File: src/rtl/write_req_pkg.sv
// Shared types and helpers for the write-request FIFO.
// Default request layout plus pointer sizing.
package write_req_pkg;

  localparam int ADDR_WIDTH_DEF = 32;
  localparam int DATA_WIDTH_DEF = 8;

  typedef struct packed {
    logic [ADDR_WIDTH_DEF-1:0] address;
    logic [DATA_WIDTH_DEF-1:0] data;
  } write_req_t;

  // Index bits plus one wrap bit
  function automatic int ptr_width(input int depth);
    return $clog2(depth) + 1;
  endfunction

endpackage

File: src/rtl/write_req_fifo_mem.sv
// Write-request storage: one write port, async read port.
// Contents are deliberately left unreset.
module write_req_fifo_mem #(
  parameter int DEPTH = 4,
  parameter int WIDTH = 40
) (
  input  logic                     clk_i,
  input  logic                     we_i,
  input  logic [$clog2(DEPTH)-1:0] waddr_i,
  input  logic [WIDTH-1:0]         wdata_i,
  input  logic [$clog2(DEPTH)-1:0] raddr_i,
  output logic [WIDTH-1:0]         rdata_o
);

  logic [WIDTH-1:0] mem_q [DEPTH];

  always_ff @(posedge clk_i) begin
    if (we_i) begin
      mem_q[waddr_i] <= wdata_i;
    end
  end

  assign rdata_o = mem_q[raddr_i];

endmodule

File: src/rtl/write_req_fifo.sv
// First-word fall-through FIFO for write requests.
// Wrap-bit pointers; occupancy is their difference.
module write_req_fifo
  import write_req_pkg::*;
#(
  parameter int ADDR_WIDTH = 32,
  parameter int DATA_WIDTH = 8,
  parameter int DEPTH      = 4,
  parameter int AF_LEVEL   = DEPTH - 1
) (
  input  logic                        CLK,
  input  logic                        RST_N,
  input  logic                        flush,
  input  logic [ADDR_WIDTH-1:0]       in_address,
  input  logic [DATA_WIDTH-1:0]       in_data,
  input  logic                        in_valid,
  output logic                        in_ready,
  output logic [ADDR_WIDTH-1:0]       out_address,
  output logic [DATA_WIDTH-1:0]       out_data,
  output logic                        out_valid,
  input  logic                        out_ready,
  output logic [ptr_width(DEPTH)-1:0] count,
  output logic                        almost_full
);

  localparam int PW = ptr_width(DEPTH);
  localparam int IW = PW - 1;
  localparam int EW = ADDR_WIDTH + DATA_WIDTH;
  localparam logic [PW-1:0] ONE = PW'(1);
  localparam logic [PW-1:0] AF  = PW'(AF_LEVEL);

  if (DEPTH < 2 || (DEPTH & (DEPTH - 1)) != 0) begin : g_bad_depth
    $error("DEPTH must be a power of two >= 2");
  end
  if (AF_LEVEL < 1 || AF_LEVEL > DEPTH) begin : g_bad_af
    $error("AF_LEVEL must be in 1..DEPTH");
  end

  logic [PW-1:0] wr_q, wr_d;
  logic [PW-1:0] rd_q, rd_d;
  logic [PW-1:0] cnt;
  logic          full, empty;
  logic          push, pop;
  logic [EW-1:0] rdata;

  assign empty = (wr_q == rd_q);
  assign full  = (wr_q[IW-1:0] == rd_q[IW-1:0]) &&
                 (wr_q[PW-1] != rd_q[PW-1]);

  assign in_ready  = !full;
  assign out_valid = !empty;
  assign push      = in_valid && in_ready;
  assign pop       = out_valid && out_ready;

  // Modulo-2*DEPTH difference gives 0..DEPTH
  assign cnt         = wr_q - rd_q;
  assign count       = cnt;
  assign almost_full = (cnt >= AF);

  always_comb begin
    wr_d = wr_q;
    rd_d = rd_q;
    if (flush) begin
      wr_d = '0;
      rd_d = '0;
    end else begin
      if (push) wr_d = wr_q + ONE;
      if (pop)  rd_d = rd_q + ONE;
    end
  end

  always_ff @(posedge CLK or negedge RST_N) begin
    if (!RST_N) begin
      wr_q <= '0;
      rd_q <= '0;
    end else begin
      wr_q <= wr_d;
      rd_q <= rd_d;
    end
  end

  write_req_fifo_mem #(
    .DEPTH (DEPTH),
    .WIDTH (EW)
  ) u_mem (
    .clk_i   (CLK),
    .we_i    (push && !flush),
    .waddr_i (wr_q[IW-1:0]),
    .wdata_i ({in_address, in_data}),
    .raddr_i (rd_q[IW-1:0]),
    .rdata_o (rdata)
  );

  assign {out_address, out_data} = rdata;

endmodule
File: config.mk
export PLATFORM = sky130hd
export DESIGN_NAME = write_req_fifo
export DESIGN_NICKNAME = d
export VERILOG_FILES = /design/src/rtl/write_req_pkg.sv /design/src/rtl/write_req_fifo_mem.sv /design/src/rtl/write_req_fifo.sv
export SDC_FILE = /design/constraint.sdc
export NUM_CORES = 1
export LEC_CHECK = 0
export BUFFER_PORTS_ARGS = -buffer_cell sky130_fd_sc_hd__buf_2
export CAP_MARGIN = 20
export CORE_MARGIN = 8
export CORE_UTILIZATION = 40
export DETAILED_ROUTE_END_ITERATION = 12
export GPL_ROUTABILITY_DRIVEN = 0
export HOLD_SLACK_MARGIN = 0.15
export PLACE_DENSITY = 0.57
export SYNTH_ARGS = -nofsm -noshare
export SYNTH_HDL_FRONTEND = slang
export SYNTH_HIERARCHICAL = 1
export SYNTH_SLANG_ARGS = --single-unit
File: constraint.sdc
create_clock -name CLK -period 8 [get_ports CLK]
set_input_delay 1.2 -clock CLK [delete_from_list [all_inputs] [get_ports CLK]]
set_output_delay 1.2 -clock CLK [all_outputs]
set_load 0.03 [all_outputs]
# ---- Yosys cells after proc, flatten, opt, wreduce, memory -nomap -nowiden
# Memory sizes are Yosys's and may differ from the RTL's.
# Cells that the tools add are included.
dict set report totals {
  ramBits 160
  memories 1
  reg_bits 6
  wordCells 25
  output_inout_bits 46
  input_bits 45
}
# name depth width read_ports rd_clocked_by_memory_dff wr line_no
set memory_table {}
lappend memory_table {u_mem.mem_q 4 40 1 0 1 write_req_fifo_mem.sv:15} ;# logic [WIDTH-1:0] mem_q [DEPTH];
dict set report classes {
  addsub 3
  eq_ne 3
  reduce_logical 9
  order_cmp 1
  n_mux 6
}
# op count
set ops {}
lappend ops {{2-to-1 mux 3 bit} 4}
lappend ops {{adder 3 x 1 -> 3 bit (second input constant)} 2}
lappend ops {{logical AND 1 bit} 4}
lappend ops {{nonzero test 2 bit} 2}
lappend ops {{equality test 3 bit} 1}
lappend ops {{greater-or-equal comparator 3 x 2 -> 1 bit (second input constant)} 1}
lappend ops {{logical NOT 1 bit} 3}
lappend ops {{subtractor 3 bit} 1}
lappend ops {{equality test 2 bit} 1}
lappend ops {{2-to-1 mux 1 bit} 2}
lappend ops {{!= test 1 bit} 1}

# ---- Longest topological paths before layout
# Gate-level depths: netlist (run 1).
dict set report logic_depth {
  word_depth 7
  depth_mapped 6
}

# ---- Modules after synthesis
# The synthesis (run 1) kept the hierarchy.
# module area_per_inst_um2 seq_area_each_um2 n_inst cells_each
set by_module_without_submodules {}
lappend by_module_without_submodules {write_req_fifo_mem 5848.1 4804.6 1 213}
lappend by_module_without_submodules {write_req_fifo 511.7 150.1 1 59}

# ---- Worst setup path before layout (run 1)
# OpenSTA, ideal clock, no wires.
dict set report synth_timing {
  kind {input port to flip-flop}
  from {input flush}
  to {memory u_mem.mem_q[0][0] (enable)}
  arrival_ps 4527
  setup_slack_ps 2978
  path_buffers 0
  t_required_ps 7505
  setup_time_ps 495
  stages 3
  path_cell_list {nand2b_1 -> a21oi_1 -> nor3b_1}
}
dict set report synth_between {
  elab_chain_len 4
}
# element line_no
set synth_lines {}
lappend synth_lines {{start: declaration} write_req_fifo.sv:13} ;# input logic flush,
lappend synth_lines {{logical NOT 1 bit} write_req_fifo.sv:87} ;# .we_i (push && !flush),
lappend synth_lines {{logical AND 1 bit} write_req_fifo.sv:87}
lappend synth_lines {{2-to-1 mux 1 bit} write_req_fifo_mem.sv:18} ;# if (we_i) begin
lappend synth_lines {{2-to-1 mux 1 bit (not written as such)} write_req_fifo_mem.sv:19} ;# mem_q[waddr_i] <= wdata_i;
lappend synth_lines {{end: declaration} write_req_fifo_mem.sv:15}
# No other way between the ends.

# ---- Final worst setup path (run 1)
dict set report layout_timing {
  from {register rd_q[0]}
  to {output almost_full}
}
dict set report layout_between {
  elab_chain_len 2
}
# element line_no
set layout_lines {}
lappend layout_lines {{start: declaration} write_req_fifo.sv:40} ;# logic [PW-1:0] rd_q, rd_d;
lappend layout_lines {{start signal: assignment} write_req_fifo.sv:78} ;# rd_q <= rd_d;
lappend layout_lines {{subtractor 3 bit} write_req_fifo.sv:56} ;# assign cnt = wr_q - rd_q;
lappend layout_lines {{greater-or-equal comparator 3 x 2 -> 1 bit} write_req_fifo.sv:58} ;# assign almost_full = (cnt >= AF);
lappend layout_lines {{end: declaration} write_req_fifo.sv:23} ;# output logic almost_full
# No other way between the ends.

==> results of run 1 <==
==> kinds of logic (layout without fill, tap and decap cells) <==
group           count (synthesis)  in the layout  share of synthesized area
fa+ha+maj                       5              5                     0.0110
compound gates                 13             13                     0.0142
flops                         166            166                      0.779
xor+xnor                        3              3                    0.00531
buf+inv                        16            131                     0.0216
mux                            40             40                      0.142
simple gates                   29             29                     0.0272
==> per-stage QoR <==
stage / setup slack [ns] / utilization / std cells / hold slack, ns / total power, mW
after floorplan: 2.98 / - / 272 / 0.594 / 1.70
after detailed placement: 3.88 / 0.448 / 570 / 0.644 / 1.91
after CTS: 3.87 / 0.486 / 602 / 0.582 / 2.73
after global routing: 3.89 / 0.487 / 603 / 0.584 / 2.81
after global placement: 4.03 / 0.444 / 567 / 0.623 / 1.89
final: 4.13 / 0.487 / 603 / 0.598 / 2.69
==> state kept, by name, indices dropped and copies added, names as in the netlist <==
| register | flops |
|---|---|
| rd_q | 3 |
| u_mem/mem_q | 160 |
| wr_q | 3 |
==> metal layers <==
| layer | GRT usage | up-vias | wire [um] |
|---|---|---|---|
| li1 | - | 1357 | - |
| met3 | 0.0503 | 24 | 766 |
| met4 | 0.0526 | 4 | 188 |
| met1 | 0.154 | 1537 | 5250 |
| met2 | 0.197 | 91 | 5860 |
| met5 | 0 | - | 22 |
==> report_power, final <==
group | internal (mW) | switching (mW)
Clock | 0.515 | 0.303
Combinational | 0.281 | 0.466
Sequential | 1.04 | 0.0842
==> critical path, stage by stage, from the launching register on <==
cell and delay [ns]:
dfrtp_4 1.03, ha_1 0.29, inv_1 0.05, fa_1 0.37, xnor2_1 0.21, a21o_1 0.10
buf_2 0.18
==> worst paths after layout <==
check / start / to / depth (start not counted)
setup / recovery: rd_q[0]$_DFFE_PN0P_ / almost_full / 6
hold / removal: RST_N / wr_q[2]$_DFFE_PN0P_ / 1
setup reg to reg: rd_q[0]$_DFFE_PN0P_ / u_mem/mem_q[0][6]$_DFFE_PP_ / 5
hold reg to reg: wr_q[2]$_DFFE_PN0P_ / wr_q[2]$_DFFE_PN0P_ / 2
max in group asynchronous: RST_N / rd_q[0]$_DFFE_PN0P_ / 1
min in group CLK: wr_q[2]$_DFFE_PN0P_ / wr_q[2]$_DFFE_PN0P_ / 2
==> layout make-up <==
type,count,area [um^2],area share
repair buffers,95,538,0.0703
clock buffers,19,433,0.0566
clock inverters,13,161,0.0211
flip-flops and latches,166,4960,0.648
inverters,4,15.0,0.00196
well taps,216,270,0.0353
multi-input cells,90,1280,0.167
==> cell usage after synthesis, types with 3 or more instances <==
cell type | number | area [um^2]
clkbuf_1 | 3 | 11.3
buf_2 | 4 | 20.0
nor2_1 | 3 | 11.3
inv_1 | 4 | 15.0
ha_1 | 4 | 50.1
nand4b_1 | 3 | 26.3
dfrtp_1 | 6 | 150
mux4_2 | 40 | 901
nor3b_1 | 3 | 22.5
a21oi_1 | 5 | 25.0
nand3_1 | 6 | 30.0
buf_12 | 4 | 80.1
edfxtp_1 | 160 | 4800
nand2_1 | 5 | 18.8
==> impl_metrics.tcl, run 1 <==
set metrics [dict create \
    fmax_mhz 259 \
    dieArea_mm2 0.0202 \
    avgSynthCellArea_um2 23.4 \
    grt_overflow 0 \
    routed_wl_mm 12.1 \
    synth_edf_count 160 \
    timing.final.crit_period_ns 3.87 \
    fill_cells 1342 \
    clock_latency_ns 0.42 \
    p_per_area_mw_per_mm2 352 \
    drt-vias-per-instance 5.00 \
    leakage_nw 2.60 \
    synth_flop_cell "edfxtp_1" \
    worstPathRequired_ns 6.80 \
    finalMaxSlewViolations 0 \
    hold_viol 0 \
    setup_viol 0 \
    final.setup.tns_ns 0 \
    place_area_mm2 0.00704 \
    final_nets 424 \
    antennaDiodeCount 0 \
    yosysSeqAreaShare 0.779 \
    antenna_left 0 \
    coreArea_mm2 0.0157 \
    layout_common_cells "edfxtp_1 (160), buf_2 (90), mux4_2 (40), clkbuf_16 (17)" \
    wl_per_cell_um 20.0 \
    grt_pass1_wl_mm 18.5 \
    tritoncts "yes" \
    cts_sinks 166 \
    cts_root_buf "clkbuf_16" \
    min_path_type "in2async" \
    rsz0062_at_grt "no" \
    peakVddDrop_mv 0.321 \
    cp.arrival_ns 2.67 \
    synth-seq-cells 166 \
    crit_fanout 45 \
    period_share 0.483 \
    drtIter0Drc 143 \
    syn_nets 322 \
    r2r_slack_ns 4.32 \
    slew_headroom 0.401 \
    drv_cap 0 \
    synth_area_mm2 0.00636 \
    cts.clk_slew.worst_paths_ns 0.06 \
    grt_pass1_vias 3319 \
    grt_max_degree 46 \
    drive_above_1_share 0.439 \
    drt_first_pass_iters 4 \
    clockBufferDepth 2 \
    final_common_cell "edfxtp_1" \
    synth-warning-count 6 \
    synth-async-reset-ratio 0.0361 \
    die_h_um 142 \
    syn_inst 272 \
    yosysUniqueCellTypes 32 \
    status "finished clean" \
    io_buffers 90 \
    endpoint_kind "output pin" \
    cts_hold_buf 0 \
    start_util 0.405 \
    crit_type "reg2out" \
    htreeDepth 4 \
    dieWidth_um 142 \
    fin_skew_ns 0.00857 \
    post-dp-hpwl_mm 7.56 \
    pin_count 91 \
    area_delta_synth_final_pct 20.3 \
    drc_errors 0 \
    cts_inserted_buffers 17 \
    post_cts_resized 0 \
    placement_rows 46 \
    worstMarginPinSlew_ns 0.899 \
    post_cts_buffers 0 \
    startpoint_type "register" \
    dr_total_vias 3013 \
    finish.instance_area_mm2 0.00765 \
    antenna_found_initial 2 \
    track_usage 0.126 \
]
No activity file was read; power rests on OpenSTA's default activity.
==> run 2, diff against run 1 <==
Settings changed: PLACE_DENSITY 0.57 to 0.59.
Clock period 8 ns to 3.4 ns, I/O delays scaled along.
==> run 2 against run 1 <==
  * Register-to-register slack worse by 3.5 ns
  * Critical path depth down 3
  * Die area unchanged
  * Total power up 130%
  * Sequential share of layout area up 0.22 points
  * Critical path type unchanged
  * Critical endpoint is now out_data[1]
==> impl_metrics.tcl, run 2 (synthesized netlist as in run 1, its figures left out) <==
set metrics [dict create \
    status "finished clean" \
    grt_pass1_wl_mm 18.7 \
    clock_latency_ns 0.42 \
    peakVddDrop_mv 0.601 \
    layout_common_cells "edfxtp_1 (160), buf_2 (90), mux4_2 (40), clkbuf_16 (17), buf_4 (10)" \
    pin_count 91 \
    period_share 0.847 \
    reg2reg_depth 6 \
    grt_overflow 0 \
    worstPathRequired_ns 2.89 \
    timing.final.crit_period_ns 2.88 \
    dp_slack_ns 0.867 \
    drt_first_pass_iters 4 \
    dieWidth_um 142 \
    regToRegStartpoint "wr_q[0]$_DFFE_PN0P_" \
    grt_pass1_vias 3295 \
    clockBufferDepth 2 \
    routed_wl_mm 12.1 \
    dpl.cell_count 578 \
    final_util 0.485 \
    cp_top_family "buffers and inverters" \
    cp_num_cells 3 \
    slew_headroom 0.425 \
    final_common_cell "edfxtp_1" \
    critPathBufInv 2 \
    setup_viol 0 \
    cts_root_buf "clkbuf_16" \
    slowest_stage "buf_4" \
    area_delta_synth_final_pct 19.9 \
    final.setup.tns_ns 0 \
    final_nets 432 \
    antenna_found_initial 2 \
    min-delay-start "in_address[5]" \
    antennaDiodeCount 0 \
    coreArea_mm2 0.0157 \
    hold_viol 0 \
    rsz0062_at_grt "no" \
    largest_reg_flops 160 \
    leakage_nw 2.59 \
    top_register "u_mem/mem_q" \
    finalMaxSlewViolations 0 \
    cts_sinks 166 \
    drv_cap 0 \
    cts_inserted_buffers 17 \
    antenna_left 0 \
    io_buffers 90 \
    reg_top3 "u_mem/mem_q (160), rd_q (3), wr_q (3)" \
    drt-vias-per-instance 4.97 \
    track_usage 0.128 \
    placement_rows 46 \
    hold_path_depth 1 \
    start_util 0.405 \
    drc_errors 0 \
    min_path_type "in2reg" \
    max_stage_delay_ns 0.68 \
    post_cts_buffers 0 \
    cp.arrival_ns 2.37 \
    dr_total_vias 3029 \
    cp-startpoint "rd_q[0]$_DFFE_PN0P_" \
    dieArea_mm2 0.0202 \
    htreeDepth 4 \
    instances_no_fill 610 \
    fmax_mhz 347 \
    crit_type "reg2out" \
    drive_above_1_share 0.447 \
    crit_fanout 44 \
    cts.clk_slew.worst_paths_ns 0.06 \
    worstMarginPinSlew_ns 0.862 \
    die_h_um 142 \
    cts_hold_buf 1 \
    post-dp-hpwl_mm 7.66 \
    startpoint_type "register" \
    p_per_area_mw_per_mm2 803 \
    wl_per_cell_um 19.8 \
    tritoncts "yes" \
    finalHoldWorstSlack_ns 0.307 \
    post_cts_resized 0 \
    critical_path.cell_chain "buf_4 -> mux4_2 -> buf_2" \
    drtIter0Drc 156 \
    fin_skew_ns 0.0105 \
    grt_max_degree 45 \
    endpoint_kind "output pin" \
    fin_ws_ns 0.520 \
]
==> run 2: changes by cell type in the layout (fill, tap and decap cells not counted), sizes merged <==
cell | previous run | this run
buf | 95 | 102
bufinv | 4 | 1
clkbuf | 19 | 21
clkinv | 9 | 5
clkinvlp | 0 | 4
dlygate4sd3 | 0 | 1
==> run 2: final timing paths <==
check	to	slack, ns
max reg2reg	u_mem/mem_q[1][30]$_DFFE_PP_	0.87
max	out_data[1]	0.52
max in group asynchronous	rd_q[0]$_DFFE_PN0P_	2.77
min in group asynchronous	rd_q[2]$_DFFE_PN0P_	0.45
min	u_mem/mem_q[2][13]$_DFFE_PP_	0.31
min reg2reg	wr_q[2]$_DFFE_PN0P_	0.63
==> run 2: metal layers <==
layer,track usage,up-vias,wire length (um)
met1,0.158,1561,5320
met4,0.0577,4,201
met3,0.0513,20,748
met5,0,-,24
li1,-,1371,-
met2,0.195,73,5780
==> run 2: worst register-to-register path, delay by kind of cell, from the launching register on <==
kind,cells,cell delay [ns]
adder cells (fa/ha/maj),1,0.37
AND/OR/NAND/NOR,2,0.72
flip-flops,1,0.53
buffers and inverters,2,0.33
AO/OA/AOI/OAI,1,0.27
==> run 2: through the flow <==
step / instance area [um^2] / total power [mW]
3_5_place_dp: 7090 / 4.51
3_3_place_gp: 7090 / 4.48
6_report: 7630 / 6.13
5_1_grt: 7630 / 6.41
4_1_cts: 7630 / 6.22
2_1_floorplan: 6370 / 4.01
==> run 2: report_power, final <==
group | internal (mW) | switching [mW]
sequential | 2.46 | 0.0673
clock | 0.992 | 0.709
combinational | 0.670 | 1.23
total | 4.12 | 2.01
==> run 2: layout make-up <==
cell class / count / area [um^2]
sequential: 166 / 4960
multi-input combinational: 90 / 1280
inverter: 4 / 15.0
clock inverter: 10 / 83.8
tap: 216 / 270
clock buffer: 21 / 440
timing repair buffer: 103 / 576
fill: 1310 / 8090
